===== config.mk =====
export PLATFORM = sky130hd
export DESIGN_NAME = lector_sensor_spi
export DESIGN_NICKNAME = d
export VERILOG_FILES = /design/src/rtl/monitoreo_pkg.sv /design/src/rtl/sincronizador_2ff.sv /design/src/rtl/lector_sensor_spi.sv
export SDC_FILE = /design/constraint.sdc
export NUM_CORES = 1
export LEC_CHECK = 0
export ABC_AREA = 1
export CAP_MARGIN = 5
export CORE_AREA = 2 2 72 74
export CTS_CLUSTER_DIAMETER = 200
export DETAILED_ROUTE_END_ITERATION = 7
export DIE_AREA = 0 0 74 76
export GPL_TIMING_DRIVEN = 0
export HOLD_SLACK_MARGIN = 0.08
export PLACE_DENSITY = 0.75
export SKIP_CTS_REPAIR_TIMING = 1
export SLEW_MARGIN = 5
export SYNTH_ARGS = -nofsm -noshare
export SYNTH_HDL_FRONTEND = slang
export SYNTH_HIERARCHICAL = 1
export SYNTH_SLANG_ARGS = --single-unit

===== constraint.sdc =====
create_clock -name clk -period 1.7 [get_ports clk]
set_input_delay 0.17 -clock clk [delete_from_list [all_inputs] [get_ports clk]]
set_output_delay 0.17 -clock clk [all_outputs]
set_load 0.05 [all_outputs]

===== src/rtl/monitoreo_pkg.sv =====
// Shared types and constants for the temperature monitor front end.
package monitoreo_pkg;

   localparam int ANCHO_TEMP = 11;
   localparam int BITS_TRAMA = 16;

   localparam logic [2:0]            PATRON_VALIDO = 3'b111;
   localparam logic [BITS_TRAMA-1:0] TRAMA_AUSENTE = 16'hFFFF;

   typedef enum logic [1:0] {
      REPOSO,
      SELECCION,
      TRANSFERENCIA,
      FIN
   } estado_lector_t;

   // All-ones is rejected even though its tail matches: it means MISO is only pulled up.
   function automatic logic trama_es_valida(input logic [BITS_TRAMA-1:0] trama);
      return (trama[2:0] == PATRON_VALIDO) && (trama != TRAMA_AUSENTE);
   endfunction

endpackage


===== src/rtl/sincronizador_2ff.sv =====
// Two-flop synchronizer for a single asynchronous input bit.
module sincronizador_2ff (
   input  logic clk,
   input  logic arst_n,
   input  logic d,
   output logic q
);

   logic meta_q;
   logic sinc_q;

   // Two-stage capture; first stage may go metastable.
   always_ff @(posedge clk or negedge arst_n) begin
      if (!arst_n) begin
         meta_q <= 1'b0;
         sinc_q <= 1'b0;
      end else begin
         meta_q <= d;
         sinc_q <= meta_q;
      end
   end

   assign q = sinc_q;

endmodule


===== src/rtl/lector_sensor_spi.sv =====
// Periodic 3-wire SPI reader for the temperature sensor with frame checking.
module lector_sensor_spi
   import monitoreo_pkg::*;
#(
   parameter int unsigned DIV_SCLK         = 4,
   parameter int unsigned PERIODO_MUESTREO = 1000,
   parameter int unsigned MAX_ERRORES      = 3
) (
   input  logic                         clk,
   input  logic                         arst_n,
   input  logic                         spi_miso,
   output logic                         spi_sclk,
   output logic                         spi_cs_n,
   output logic signed [ANCHO_TEMP-1:0] temp_salida,
   output logic                         temp_valida,
   output logic                         error_trama,
   output logic                         sensor_falla
);

   localparam int unsigned ANCHO_FASE = (DIV_SCLK > 1) ? $clog2(DIV_SCLK) : 1;
   localparam int unsigned ANCHO_PER  = (PERIODO_MUESTREO > 1) ? $clog2(PERIODO_MUESTREO) : 1;
   localparam int unsigned ANCHO_ERR  = $clog2(MAX_ERRORES + 1);

   localparam logic [ANCHO_FASE-1:0] FASE_FIN = ANCHO_FASE'(DIV_SCLK - 1);
   localparam logic [ANCHO_PER-1:0]  PER_FIN  = ANCHO_PER'(PERIODO_MUESTREO - 1);
   localparam logic [ANCHO_ERR-1:0]  ERR_MAX  = ANCHO_ERR'(MAX_ERRORES);

   if (DIV_SCLK < 4) begin : g_chk_div
      $error("DIV_SCLK must be at least 4");
   end
   if (PERIODO_MUESTREO < 33 * DIV_SCLK + 2) begin : g_chk_periodo
      $error("PERIODO_MUESTREO must be at least 33*DIV_SCLK+2");
   end
   if (MAX_ERRORES < 1) begin : g_chk_err
      $error("MAX_ERRORES must be at least 1");
   end

   estado_lector_t               estado_q, estado_d;
   logic [ANCHO_PER-1:0]         per_q;
   logic [ANCHO_FASE-1:0]        fase_q, fase_d;
   logic [3:0]                   bit_q, bit_d;
   logic [BITS_TRAMA-1:0]        trama_q, trama_d;
   logic [ANCHO_ERR-1:0]         errores_q, errores_d;
   logic                         sclk_q, sclk_d;
   logic                         cs_q, cs_d;
   logic signed [ANCHO_TEMP-1:0] temp_q, temp_d;
   logic                         valida_q, valida_d;
   logic                         error_q, error_d;
   logic                         falla_q, falla_d;
   logic                         miso_sinc;
   logic                         fin_periodo;

   sincronizador_2ff u_sinc_miso (
      .clk    (clk),
      .arst_n (arst_n),
      .d      (spi_miso),
      .q      (miso_sinc)
   );

   assign fin_periodo = (per_q == PER_FIN);

   // Free-running sample-period counter; never stalls on FSM state.
   always_ff @(posedge clk or negedge arst_n) begin
      if (!arst_n) begin
         per_q <= '0;
      end else if (fin_periodo) begin
         per_q <= '0;
      end else begin
         per_q <= per_q + 1'b1;
      end
   end

   // Next-state and registered-output logic for the conversion sequence.
   always_comb begin
      estado_d  = estado_q;
      fase_d    = fase_q;
      bit_d     = bit_q;
      trama_d   = trama_q;
      errores_d = errores_q;
      sclk_d    = sclk_q;
      cs_d      = cs_q;
      temp_d    = temp_q;
      valida_d  = 1'b0;
      error_d   = 1'b0;
      falla_d   = falla_q;

      case (estado_q)
         REPOSO: begin
            if (fin_periodo) begin
               estado_d = SELECCION;
               cs_d     = 1'b0;
               fase_d   = '0;
            end
         end

         SELECCION: begin
            if (fase_q == FASE_FIN) begin
               estado_d = TRANSFERENCIA;
               fase_d   = '0;
               sclk_d   = 1'b1;
               bit_d    = 4'd15;
            end else begin
               fase_d = fase_q + 1'b1;
            end
         end

         TRANSFERENCIA: begin
            if (fase_q != FASE_FIN) begin
               fase_d = fase_q + 1'b1;
            end else begin
               fase_d = '0;
               if (sclk_q) begin
                  // End of high phase: sample as SCLK falls.
                  sclk_d  = 1'b0;
                  trama_d = {trama_q[BITS_TRAMA-2:0], miso_sinc};
               end else if (bit_q != 4'd0) begin
                  bit_d  = bit_q - 4'd1;
                  sclk_d = 1'b1;
               end else begin
                  // Last low phase done: release CS and judge the frame in the same edge.
                  estado_d = FIN;
                  cs_d     = 1'b1;
                  if (trama_es_valida(trama_q)) begin
                     temp_d    = trama_q[BITS_TRAMA-1:BITS_TRAMA-ANCHO_TEMP];
                     valida_d  = 1'b1;
                     errores_d = '0;
                     falla_d   = 1'b0;
                  end else begin
                     error_d = 1'b1;
                     if (errores_q != ERR_MAX) begin
                        errores_d = errores_q + 1'b1;
                     end
                     falla_d = (errores_d == ERR_MAX);
                  end
               end
            end
         end

         FIN: begin
            estado_d = REPOSO;
         end

         default: begin
            estado_d = REPOSO;
         end
      endcase
   end

   // State and output registers.
   always_ff @(posedge clk or negedge arst_n) begin
      if (!arst_n) begin
         estado_q  <= REPOSO;
         fase_q    <= '0;
         bit_q     <= '0;
         trama_q   <= '0;
         errores_q <= '0;
         sclk_q    <= 1'b0;
         cs_q      <= 1'b1;
         temp_q    <= '0;
         valida_q  <= 1'b0;
         error_q   <= 1'b0;
         falla_q   <= 1'b0;
      end else begin
         estado_q  <= estado_d;
         fase_q    <= fase_d;
         bit_q     <= bit_d;
         trama_q   <= trama_d;
         errores_q <= errores_d;
         sclk_q    <= sclk_d;
         cs_q      <= cs_d;
         temp_q    <= temp_d;
         valida_q  <= valida_d;
         error_q   <= error_d;
         falla_q   <= falla_d;
      end
   end

   assign spi_sclk     = sclk_q;
   assign spi_cs_n     = cs_q;
   assign temp_salida  = temp_q;
   assign temp_valida  = valida_q;
   assign error_trama  = error_q;
   assign sensor_falla = falla_q;

endmodule


==> flow_summary.ini, run 1 <==
[outcome]
status = finished clean

[logic_synthesis]
synthDistinctLibCells = 28
ys_seq_elements = 54
yosysTopAreaCell = dfrtp_1
synth_most_common_cell = nand2_1
synth_common_cells = 73 x nand2_1, 53 x dfrtp_1, 26 x inv_1, 21 x nor2_1, 15 x nand4_1
synth_ff_type = dfrtp_1
synth_area_um2 = 2470
syn_inst = 265
yosys.area.top_type_share = 0.536
yosys_warnings = 6
ys_async_sr_fraction = 1.00
ys_seq_area_frac = 0.547
synth_area_leaders = dfrtp_1 54%, nand2_1 11%, mux2_2 4.1%
post_synth.cell_area_avg_um2 = 9.33
synth-edff-count = 0
synth_nets = 276

[layout]
stdcell_area_um2 = 2930
drive_above_1_share = 0.155
antennaDiodeCount = 0
nNetsFinal = 306
utilization = 0.596
syn2layout_area_growth_pct = 18.3

[cts]
h-tree-depth = 2
tritoncts = built
cts_buffers = 5
clock_path_buffers = 2
insertion_delay_ns = 0.31
cts_num_sinks = 54
cts_root_buf = clkbuf_8
clk_pin_slew_worst_paths_ns = 0.09

[floorplan]
io_pins = 19
coreArea_um2 = 4910
fp.dieH_um = 76
die_x_um = 74
initial_core_util = 0.503
core.rowCount = 26
dieArea_um2 = 5620

[timing]
hold_ws_ns = 0.295
clock_skew_ns = 0.00790
rsz0062_at_grt = no
hold_viol = 0
slew_violations = 0
clock.fmax_mhz = 611
finalSetupViolCount = 0
fin_crit_sh = 0.963
slew_headroom = 0.663
worst_pin_slew_ns = 0.505
fin_crit_ns = 1.64

[routing]
drc = 0
wl_per_cell_um = 11.0
num_vias = 1800
viasPerCell = 4.92
drt_iter0_drc = 125
routed_wl_um = 4040
ant_nets = 0
drtPass1Iterations = 4

[worst_setup_path]
path_class = flop to output port
cp_slowest_stage_delay_ns = 0.80
r2r_end = temp_salida[6]$_DFFE_PN0P_
reg2reg_depth = 10
worst_setup_path_start_kind = flop
critical_path.max_fanout = 2
worstPathRequired_ns = 1.53
path_buf_inv = 1
r2r_start = bit_q[0]$_DFFE_PN0P_
arrival_ns = 1.47
slowest_stage = clkdlybuf4s50_1
worstPathCellList = clkdlybuf4s50_1
critPathTopFamily = buffers and inverters
cp-end-kind = output port
rrSetupSlack_ns = 0.14

[global_routing]
met3_usage = 0.0278
grt_max_degree = 40
grt_use_total = 0.159
grt_pass1_vias = 1638
grt_pass1_wl_um = 7050
grt-ovfl-total = 0
antenna_found_initial = 0
grt-busiest-layer = met2
met2_usage = 0.246
grtUsageMet1 = 0.214

[hold_path]
min_path_cells = 1
hold_path_startpoint = spi_miso
hold_class = primary input to flop
hold-path-endpoint = u_sinc_miso/meta_q$_DFF_PN0_

[pwr]
power.density_nw_per_um2 = 715
p_leak_nw = 1.52
ir_drop_mv = 0.325

[run]
timing.max_cap.violations = 0

[place]
placed_area_um2 = 2760
gp_congestion = 0.807
io_buffers = 18
dp.final_hpwl_um = 2980
==> sequential cells by signal, indices dropped and copies added, names as in the netlist <==
register	cells
sensor_falla	1
u_sinc_miso/meta_q	1
spi_sclk	1
errores_q	2
temp_valida	1
per_q	10
error_trama	1
estado_q	2
u_sinc_miso/q	1
temp_salida	11
bit_q	4
spi_cs_n	1
trama_q	16
fase_q	2
==> cell families (layout without fill, tap and decap cells) <==
family                     count (synthesis)  in the layout  share of synthesized area
xor gates and xnor gates                   3              3                     0.0106
AOI/OAI and AO/OA                         24             24                     0.0511
buffers and inverters                     34             65                     0.0612
muxes                                     10             10                     0.0471
DFF                                       54             54                      0.547
and+or+nand+nor                          132            132                      0.242
adders and majority gates                  8              8                     0.0405
==> placed cells by master, fill, tap and decap left out, types with 2 or more instances in the layout <==
master and count:
nand2_1 73, dfrtp_1 53, inv_1 25, nor2_1 21, nand4_1 15, clkdlybuf4s50_1 14, o21ai_0 12, nand3_1 11
a21oi_1 9, mux2_2 9, clkbuf_8 7, ha_1 6, nand2_2 4, buf_4 4, xor2_1 3, buf_2 3
dlymetal6s2s_1 3, inv_2 2, nor2_2 2, nand3_2 2, or2_2 2, buf_6 2, ha_4 2
==> layer usage <==
metal / share of wire / wire, µm
met5: 0 / 0
met4: 0.023 / 93
met1: 0.49 / 1970
met2: 0.46 / 1870
met3: 0.026 / 105
==> final cells by class <==
class | instances | area (µm²)
fill | 424 | 1990
multi-input combinational | 177 | 993
clock inverter | 1 | 8.76
inverter | 28 | 108
tap | 70 | 87.6
timing repair buffer | 23 | 235
buffer | 6 | 43.8
sequential | 54 | 1350
clock buffer | 7 | 96.3
==> metrics by stage <==
stage	setup slack (ns)	setup TNS, ns	instances	total power, mW
after CTS	-0.137	-0.297	362	2.12
final	0.0629	0	366	2.09
after global placement	-1.14	-61.04	353	1.34
after floorplan	0.171	0	265	1.31
after global routing	0.00507	0	366	2.18
after detailed placement	0.00335	0	354	1.35
==> worst max path at each step <==
stage	startpoint	end	slack, ns	depth (start not counted)
finish	temp_salida[2]$_DFFE_PN0P_	temp_salida[2]	0.06	1
CTS	spi_cs_n$_DFFE_PN1P_	spi_cs_n	-0.14	1
global route	temp_salida[0]$_DFFE_PN0P_	temp_salida[0]	0.005	1
global placement	arst_n	u_sinc_miso/meta_q$_DFF_PN0_	-1.14	1
floorplan	estado_q[0]$_DFFE_PN0P_	temp_salida[10]$_DFFE_PN0P_	0.17	10
detailed placement	estado_q[0]$_DFFE_PN0P_	temp_salida[6]$_DFFE_PN0P_	0.003	10
==> power breakdown <==
part / switching, mW / leakage [nW] / total, mW / internal (mW)
combinational: 0.0245 / 0.734 / 0.0335 / 0.00895
clock: 0.398 / 0.0544 / 0.771 / 0.373
sequential: 0.000523 / 0.732 / 1.29 / 1.29
Power figures use the tool's default switching activity.
==> run 2: changes to the inputs <==
- CTS_CLUSTER_DIAMETER: 200 -> 80
==> results of run 2 <==
No change in the layout: final DEF, timing and power equal those of run 1.
==> run 3: changes to the inputs <==
- CORE_AREA: 2 2 72 74 -> 2 2 74 76
- DIE_AREA: 0 0 74 76 -> 0 0 76 78
- PLACE_DENSITY: 0.75 -> 0.72
==> run 3 against run 2 <==
Against the previous run:
- non-clock buffer count is the same
- clock power shrank 13%
- global-route usage shrank 0.87 points
- final cell count shrank 0.27%
- die area grew 5.4%
- worst hold slack gained 0.0047 ns
- sequential share of layout area grew 0.22 points
- sequential power is essentially flat
- count of clock-buffer cells in the layout shrank 1
- fmax shrank 0.48%
- routed wire length grew 5.7%
- critical endpoint is now sensor_falla
==> flow_summary.ini, run 3 (synthesized netlist as in run 1, its figures left out) <==
[cts]
insertion_delay_ns = 0.30
tritoncts = built
cts_root_buf = clkbuf_8
clk_pin_slew_worst_paths_ns = 0.09
cts_num_sinks = 54
clock_path_buffers = 2
h-tree-depth = 2
cts_buffers = 5

[timing]
clock.fmax_mhz = 608
slew_headroom = 0.663
fin_crit_ns = 1.64
finalSetupViolCount = 0
worst_pin_slew_ns = 0.504
hold_ws_ns = 0.299
slew_violations = 0
clock_skew_ns = 0.00581
fin_crit_sh = 0.968
hold_viol = 0

[run]
timing.max_cap.violations = 0

[worst_setup_path]
path_buf_inv = 1
slowest_stage = clkdlybuf4s50_1
worst_setup_path_start_kind = flop
worstPathCellList = clkdlybuf4s50_1
cp-end-kind = output port
cp_slowest_stage_delay_ns = 0.80
critical_path.max_fanout = 2
critPathTopFamily = buffers and inverters
arrival_ns = 1.47
path_class = flop to output port
worstPathRequired_ns = 1.53

[routing]
viasPerCell = 4.93
ant_nets = 0
drc = 0
wl_per_cell_um = 11.7
num_vias = 1799
drt_iter0_drc = 150
drtPass1Iterations = 4
routed_wl_um = 4270

[floorplan]
coreArea_um2 = 5040
dieArea_um2 = 5930
fp.dieH_um = 78
core.rowCount = 26
initial_core_util = 0.490
die_x_um = 76
io_pins = 19

[layout]
regMostFlops = trama_q
final_cell_mix = 73 x nand2_1, 52 x dfrtp_1, 25 x inv_1, 19 x nor2_1, 15 x nand4_1
syn2layout_area_growth_pct = 17.9
mostFrequentLayoutCell = nand2_1
antennaDiodeCount = 0
largest_register_ff_count = 16
drive_above_1_share = 0.159
nNetsFinal = 306

[place]
io_buffers = 18
gp_congestion = 0.814
dp.final_hpwl_um = 3060

[global_routing]
antenna_found_initial = 0
grt_max_degree = 36
grt_pass1_vias = 1599
grt_use_total = 0.150
grt_pass1_wl_um = 7190
grt-ovfl-total = 0

[pwr]
power_mw = 1.99
p_switching_mw = 0.415
clock_power_share = 0.338
p_leak_nw = 1.50
ir_drop_mv = 0.388
p_comb_frac = 0.017
power_frac_seq = 0.645
switching_share = 0.208
p_int_mw = 1.58
power.density_nw_per_um2 = 684

[outcome]
status = finished clean

[hold_path]
hold_class = primary input to flop
-- run 3: cell types whose count changed in the layout (fill, tap and decap cells not counted), sizes merged --
cell / change
clkinvlp: +1
clkinv: -1
clkbuf: -1
-- run 3: per-stage QoR --
| stage | utilization | area (µm²) | TNS, ns | std cells | worst slack (ns) |
|---|---|---|---|---|---|
| after floorplan | - | 2470 | 0 | 265 | 0.171 |
| after global placement | 0.543 | 2740 | -61.17 | 353 | -1.15 |
| after detailed placement | 0.546 | 2760 | -0.289 | 354 | -0.0364 |
| after CTS | 0.562 | 2840 | -0.671 | 361 | -0.123 |
| after global routing | 0.578 | 2910 | -0.0367 | 365 | -0.0367 |
| final | 0.578 | 2910 | 0 | 365 | 0.0551 |
-- run 3: power groups by stage --
stage / sequential, mW / clock (mW) / combinational, mW
after CTS: 1.29 / 0.707 / 0.0349
after global routing: 1.29 / 0.744 / 0.0403
after detailed placement: 1.31 / 0 / 0.0348
final: 1.29 / 0.673 / 0.0341
after floorplan: 1.31 / 0 / 0.00000638
after global placement: 1.31 / 0 / 0.0298
-- run 3: worst reg2reg max path, delay by kind of cell (launching register included) --
kind | cells | cell delay [ns]
adder cells (fa/ha/maj) | 1 | 0.18
AND/OR/NAND/NOR | 6 | 0.49
flip-flops | 1 | 0.44
buffers and inverters | 3 | 0.37
-- run 3: worst paths after layout --
check                      slack (ns)                    startpoint                            to  cells after the start
min in group asynchronous        0.35                        arst_n          bit_q[2]$_DFFE_PN0P_                      2
min reg2reg                      0.35  u_sinc_miso/meta_q$_DFF_PN0_       u_sinc_miso/q$_DFF_PN0_                      0
max                              0.06      sensor_falla$_DFFE_PN0N_                  sensor_falla                      1
min                              0.30                      spi_miso  u_sinc_miso/meta_q$_DFF_PN0_                      1
max in group asynchronous        0.74                        arst_n          spi_cs_n$_DFFE_PN1P_                      3
max reg2reg                      0.13       estado_q[0]$_DFFE_PN0P_    temp_salida[9]$_DFFE_PN0P_                     10
-- run 3: area by class of cell --
| class | instances | area, µm² |
|---|---|---|
| Fill cell | 464 | 2130 |
| Sequential cell | 54 | 1350 |
| Multi-Input combinational cell | 177 | 1010 |
| Timing Repair Buffer | 23 | 235 |
| Inverter | 28 | 108 |
| Tap cell | 70 | 87.6 |
| Clock buffer | 6 | 72.6 |
| Buffer | 6 | 43.8 |
| Clock inverter | 1 | 7.51 |
-- run 3: per-layer routing --
layer | vias to the layer above | wire (µm) | GRT usage
met5 | - | 0 | 0
met4 | 0 | 37 | 0.0436
met3 | 5 | 131 | 0.0349
met2 | 29 | 2060 | 0.249
met1 | 846 | 2050 | 0.199
li1 | 919 | - | -
